[config.mk]
export PLATFORM = sky130hd
export DESIGN_NAME = seq_detect_param
export DESIGN_NICKNAME = d
export VERILOG_FILES = /design/src/rtl/seq_detect_param.sv
export SDC_FILE = /design/constraint.sdc
export NUM_CORES = 1
export LEC_CHECK = 0
export CORE_AREA = 5 5 42 44
export DETAILED_ROUTE_END_ITERATION = 10
export DIE_AREA = 0 0 47 49
export GPL_TIMING_DRIVEN = 0
export PLACE_DENSITY = 0.62
export SYNTH_ARGS = -nofsm -noshare
export SYNTH_HDL_FRONTEND = slang
export SYNTH_SLANG_ARGS = --single-unit
[constraint.sdc]
create_clock -name clk -period 1.66 [get_ports clk]
set_clock_uncertainty 0.1 [all_clocks]
set_input_delay 0.249 -clock clk [delete_from_list [all_inputs] [get_ports clk]]
set_output_delay 0.249 -clock clk [all_outputs]
set_load 0.01 [all_outputs]
[src/rtl/seq_detect_param.sv]
// Serial bit-sequence detector with overlapping/non-overlapping modes.
// Define SEQ_DET_CNT_EN to build the match_cnt port and saturating counter.
module seq_detect_param #(
  parameter int          PAT_LEN = 5,
  parameter logic [15:0] PATTERN = 16'h0012,
  parameter int          REPEAT  = 1,
  parameter int          CNT_W   = 8
) (
  input  logic             clk,
  input  logic             rst_n,
  input  logic             din,
  input  logic             din_vld,
  input  logic             clr,
  output logic             match
`ifdef SEQ_DET_CNT_EN
  ,
  output logic [CNT_W-1:0] match_cnt
`endif
);

  localparam int FW = $clog2(PAT_LEN + 1);
  localparam logic [FW-1:0] FULL = FW'(PAT_LEN);
  localparam logic [PAT_LEN-1:0] PAT = PATTERN[PAT_LEN-1:0];

  if (PAT_LEN < 1 || PAT_LEN > 16 || CNT_W < 1) begin : g_bad_param
    $error("seq_detect_param: illegal PAT_LEN or CNT_W");
  end

  logic [PAT_LEN-1:0] hist;
  logic [PAT_LEN-1:0] hist_n;
  logic [FW-1:0]      fill;
  logic [FW-1:0]      fill_n;
  logic               hit;
  logic               take;

  if (PAT_LEN == 1) begin : g_one
    assign hist_n = din;
  end else begin : g_shift
    assign hist_n = {hist[PAT_LEN-2:0], din};
  end

  assign take   = din_vld && !clr;
  assign fill_n = (fill == FULL) ? fill : fill + FW'(1);
  // Comparing only on a full history keeps reset zeros out of the match.
  assign hit    = (fill_n == FULL) && (hist_n == PAT);

  always_ff @(posedge clk or negedge rst_n) begin
    if (!rst_n) begin
      hist  <= '0;
      fill  <= '0;
      match <= 1'b0;
    end else if (clr) begin
      hist  <= '0;
      fill  <= '0;
      match <= 1'b0;
    end else if (din_vld) begin
      match <= hit;
      if (hit && REPEAT == 0) begin
        hist <= '0;
        fill <= '0;
      end else begin
        hist <= hist_n;
        fill <= fill_n;
      end
    end else begin
      match <= 1'b0;
    end
  end

`ifdef SEQ_DET_CNT_EN
  always_ff @(posedge clk or negedge rst_n) begin
    if (!rst_n) begin
      match_cnt <= '0;
    end else if (clr) begin
      match_cnt <= '0;
    end else if (take && hit && match_cnt != '1) begin
      match_cnt <= match_cnt + CNT_W'(1);
    end
  end
`endif

endmodule
# --- Word-level counts from Yosys, hierarchy flattened ---
# Cells that the tools add are included.
word_totals:
  reg_bits: 8
  inputBits: 5
  out_inout_bits: 1
  elab_cells: 16
classes:
  n_addsub: 1
  n_eq_ne: 3
  muxes: 7
  reduce_logical: 2
op_table:
  columns: ["cell", "count"]
  rows:
  - ["$mux W3", 3]
  - ["$mux W4", 2]
  - ["$eq A3 B3 Y1 const B", 2]
  - ["$eq A5 B5 Y1 const B", 1]
  - ["$add A3 B1 Y3 const B", 1]
  - ["$mux W1", 2]
  - ["$reduce_bool A2 Y1", 1]
  - ["$logic_and A1 B1 Y1", 1]

# --- Logic depth before layout (Yosys ltp) ---
depth:
  depth_word: 6
  ltp_mapped: 5
  mapped_depth_nobuf: 5

# --- Least setup slack after synthesis ---
# OpenSTA, ideal clock, no wires.
synth_path:
  path_kind: "input to register"
  from: "input clr"
  to: "register match"
  setup_ns: 0.082
  arrival_time_ns: 1.240
  required_time_ns: 1.478
  setup_slack_ns: 0.238
  stages: 4
  cell_sequence: "buf_6 -> or4b_1 -> a211o_1 -> a31oi_1"
synth_via:
  elab_chain_len: 1
synth_lines:
  columns: ["element", "line_no", "source"]
  rows:
  - ["start, declared", "13", "input logic clr,"]
  - ["$mux W1", "52", "end else if (clr) begin"]
  - ["end signal, assigned", "57", "match <= hit;"]
  - ["end, declared", "14", "output logic match"]
# Every way passes these cells.
# A chain may end at the register's enable or synchronous reset.

# --- Worst setup path after layout ---
layout_path:
  from: "register hist[1]"
  to: "register match"
layout_via:
  elab_chain_len: 4
layout_lines:
  columns: ["element", "line_no", "source"]
  rows:
  - ["start, declared", "29", "logic [PAT_LEN-1:0] hist;"]
  - ["start signal, assigned", "62", "hist <= hist_n;"]
  - ["$eq A5 B5 Y1", "45", "assign hit = (fill_n == FULL) && (hist_n == PAT);"]
  - ["$logic_and A1 B1 Y1", "45", null]
  - ["$mux W1", "56", "end else if (din_vld) begin"]
  - ["$mux W1", "52", null]
# Every way passes these cells.

==> metrics list <==
* Status: complete, no violations
- Summing the areas of all xor and xnor instances in the mapped netlist gives 2.10% of the synthesized area.
- Number of buffer cells added on primary ports: 3
* Average footprint of a synthesized cell: 10.4 um^2
- Once the clock tree was built, the setup fixing pass inserted 0 buffers.
- Hold repair after CTS inserted 0 buffers.
* Antenna Diode Count: 0
- Hold timing on the final database bottoms out at a slack of 0.0790 ns.
* Cells after Synth: 40
* Synth Flop Type: dfrtp_1
- Final routed DRC violation total: 0
* Via-to-Cell Ratio: 4.84
* CP cell instances: or4b_1, a211o_1, a31oi_1
- During I/O placement, the number of pins put on the boundary was 6.
- Synth top area cells: dfrtp_1 (48%), mux2i_1 (9.6%), ha_1 (6.0%)
- The worst path in the final design needs a cycle of 1.49 ns, including I/O delays and setup.
- Of the available clock period, the critical path in the final layout requires 89.9%.
- Min-delay worst type: input pin to flop
* CP startpoint kind: flop
- Overflow after GRT: 0
* Category of cells accounting for the largest share of critical-path delay: simple AND/OR/NAND/NOR gates
* Area delta synth->final: 17.4%
- DRT Pass-1 Iters: 4
* Top cell types by occurrence after synthesis: dfrtp_1 (8), nor2_1 (6), mux2i_1 (4)
- At the worst endpoint, the required time is 1.73 ns.
* Die boundary height: 49 um
- Vias in the first global route: 273
- Portion of the post-synthesis area used by sequential elements: 47.9%
* Delay of the slowest cell on the worst path: 0.51 ns
- Wire length of the first global-routing pass: 1100 um
* Routability cong.: 0.647
- At the later pin of the worst-skew pair, clock insertion delay measures 0.25 ns.
- Share of Yosys cell area claimed by the top area cell type: 47.9%
- Average wire per standard cell: 10.8 um
- Core area: 0.00140 mm^2
- Crit path max-delay cell type: or4b_1
- The worst setup path is captured at a flop.
* Multiplexer share of the synthesized area: 9.58%
- Area fraction in compound gates after synthesis: 12.0%
* Antenna violations before repair: 0
- Max frequency: 670 MHz
* Library cells used by synthesis: 20
- Cell type with the highest aggregate area in the netlist: dfrtp_1
- TritonCTS built the clock tree.
* Setup repair after global routing missed its margin: no
* Total track usage: 7.25%
- In the final timing run, aggregate negative setup slack is 0 ns.
* Reg-to-reg setup timing slack: 0.17 ns
- Clock-pin slew was measured on the worst setup and hold paths at 0.05 ns.
* Number of DRC markers after the initial detailed-route iteration: 3
- The synthesized design contains 8 register bits.
* Root buf cell: clkbuf_4
- Initial core utilization: 29.8%
- In this run the number of cells on the critical path is 3.
* Number of gates given a new drive strength after cts: 0
- Of the cells placed in the final design, the portion with a size suffix greater than 1 is 8.70%.
- The critical path contains buffers and inverters numbering 0 combined.
- In this run the cell area of the synthesized design comes to 418 um^2.
- The count of final hold-check violations came to 0.
* Most common cell in the synthesized netlist: dfrtp_1
- Setup violations remaining at the end of the flow were counted as 0.
- The final layout contains 55 nets.
* Worst IR drop on VDD: 0.505 mV
- Of all flip-flops after synthesis, the portion carrying an async set or reset was 100%.
* Detailed-route wire length: 671 um
* Post-route antenna net violation count: 0
* Synth Area in Simple Gates: 17.1%
* Power density cells: 837 mW/mm^2
- Number of pins with negative max-slew slack in the final report: 0
- Number of rows in the core area: 14
- Headroom to the max-slew limit came out at 74.1%.
- Largest net degree at the start of global routing: 9
* Number of enable-type register cells in the synthesized netlist: 0
* Type of the worst setup path: flop to flop
* Synth Warn #: 0
- The clock passes through at most 2 buffers.
- Combinational family with the most area after synthesis: simple AND/OR/NAND/NOR gates
- Clock tree sinks: 8
* Via total after detailed routing: 300
- In this run the static leakage power is 0.213 nW.
* Adder-cell area share of the yosys netlist: 5.99%
- Register-to-Register Path Depth: 3
- In this run the worst path has a maximum fanout of 3.
* Nets in the synthesized netlist: 47
- Across the run, the number of max-cap violations was 0.
- Along the worst hold path, the cell count comes to 2.
- For the pin with the worst max-slew slack, the measured transition is 0.389 ns.
- Count of H-tree levels built during CTS: 1
- Floorplan die area: 0.00230 mm^2
- In this run, CTS created clock tree buffers numbering 3.
- Data on the critical path arrives at its endpoint at 1.57 ns.
- Overall die width: 47 um
[final timing paths]
check | end | start
max in group asynchronous | hist[2] | rst_n
min in group asynchronous | hist[1] | rst_n
setup / recovery | match | hist[1]
hold reg to reg | hist[3] | hist[3]
setup reg to reg | match | hist[1]
hold / removal | hist[0] | clr
[flip-flops by register name, summed over array words and instances (netlist names)]
signal	flops
hist	4
fill	3
match	1
[cell families after synthesis]
logic type	Yosys count
and+or+nand+nor	14
xor gates and xnor gates	1
adders and majority gates	2
AOI/OAI and AO/OA	7
buffers and inverters	4
muxes	4
DFF	8
[final cells by class]
| class | instances | area (um^2) |
|---|---|---|
| tap | 16 | 20.0 |
| buffer | 2 | 15.0 |
| timing repair buffer | 3 | 30.0 |
| fill | 146 | 911 |
| multi-input combinational | 28 | 195 |
| inverter | 2 | 7.51 |
| sequential | 8 | 200 |
| clock buffer | 3 | 22.5 |
[routing by layer]
layer  vias up  GRT usage [%]  routed length (um)
li1        154              -                   -
met5         -              0                   0
met4         0           5.53                  21
met2         9           7.92                 267
met1       132           9.05                 308
met3         5           5.54                  73
[placed cells by master, fill, tap and decap left out]
master / n
nor2b_1: 2
clkbuf_4: 3
mux2i_1: 4
nand4_1: 1
buf_6: 1
a211o_1: 1
ha_1: 2
a211oi_1: 2
inv_1: 2
o211ai_1: 1
or4b_1: 1
a31oi_1: 1
clkbuf_1: 1
nand3b_1: 1
clkdlybuf4s50_1: 3
nor3_1: 1
nor2_1: 6
nand2_1: 2
o21ai_0: 1
dfrtp_1: 8
a21boi_1: 1
xnor2_1: 1
[worst register-to-register path, stage by stage, from the launching register on]
cell,delay [ns]
dfrtp_1,0.39
or4b_1,0.51
a211o_1,0.28
a31oi_1,0.13
[report_power, final]
group          switching [W]   total, W  internal (W)  leakage (nW)
Combinational      0.0000282  0.0000560     0.0000279        0.0905
Clock              0.0000587   0.000141     0.0000822        0.0138
Sequential        0.00000999   0.000214      0.000204         0.109
[per-stage QoR]
stage / cell area, um^2 / utilization [%] / setup slack [ns] / power, W / cells
after floorplan: 418 / - / 0.238 / 0.000256 / 40
after global placement: 468 / 33.4 / 0.166 / 0.000272 / 59
after detailed placement: 468 / 33.4 / 0.184 / 0.000273 / 59
after CTS: 490 / 35.0 / 0.165 / 0.000421 / 62
after global routing: 490 / 35.0 / 0.0865 / 0.000438 / 62
final: 490 / 35.0 / 0.167 / 0.000411 / 62
Note: power is estimated with default switching activity, not from simulation.
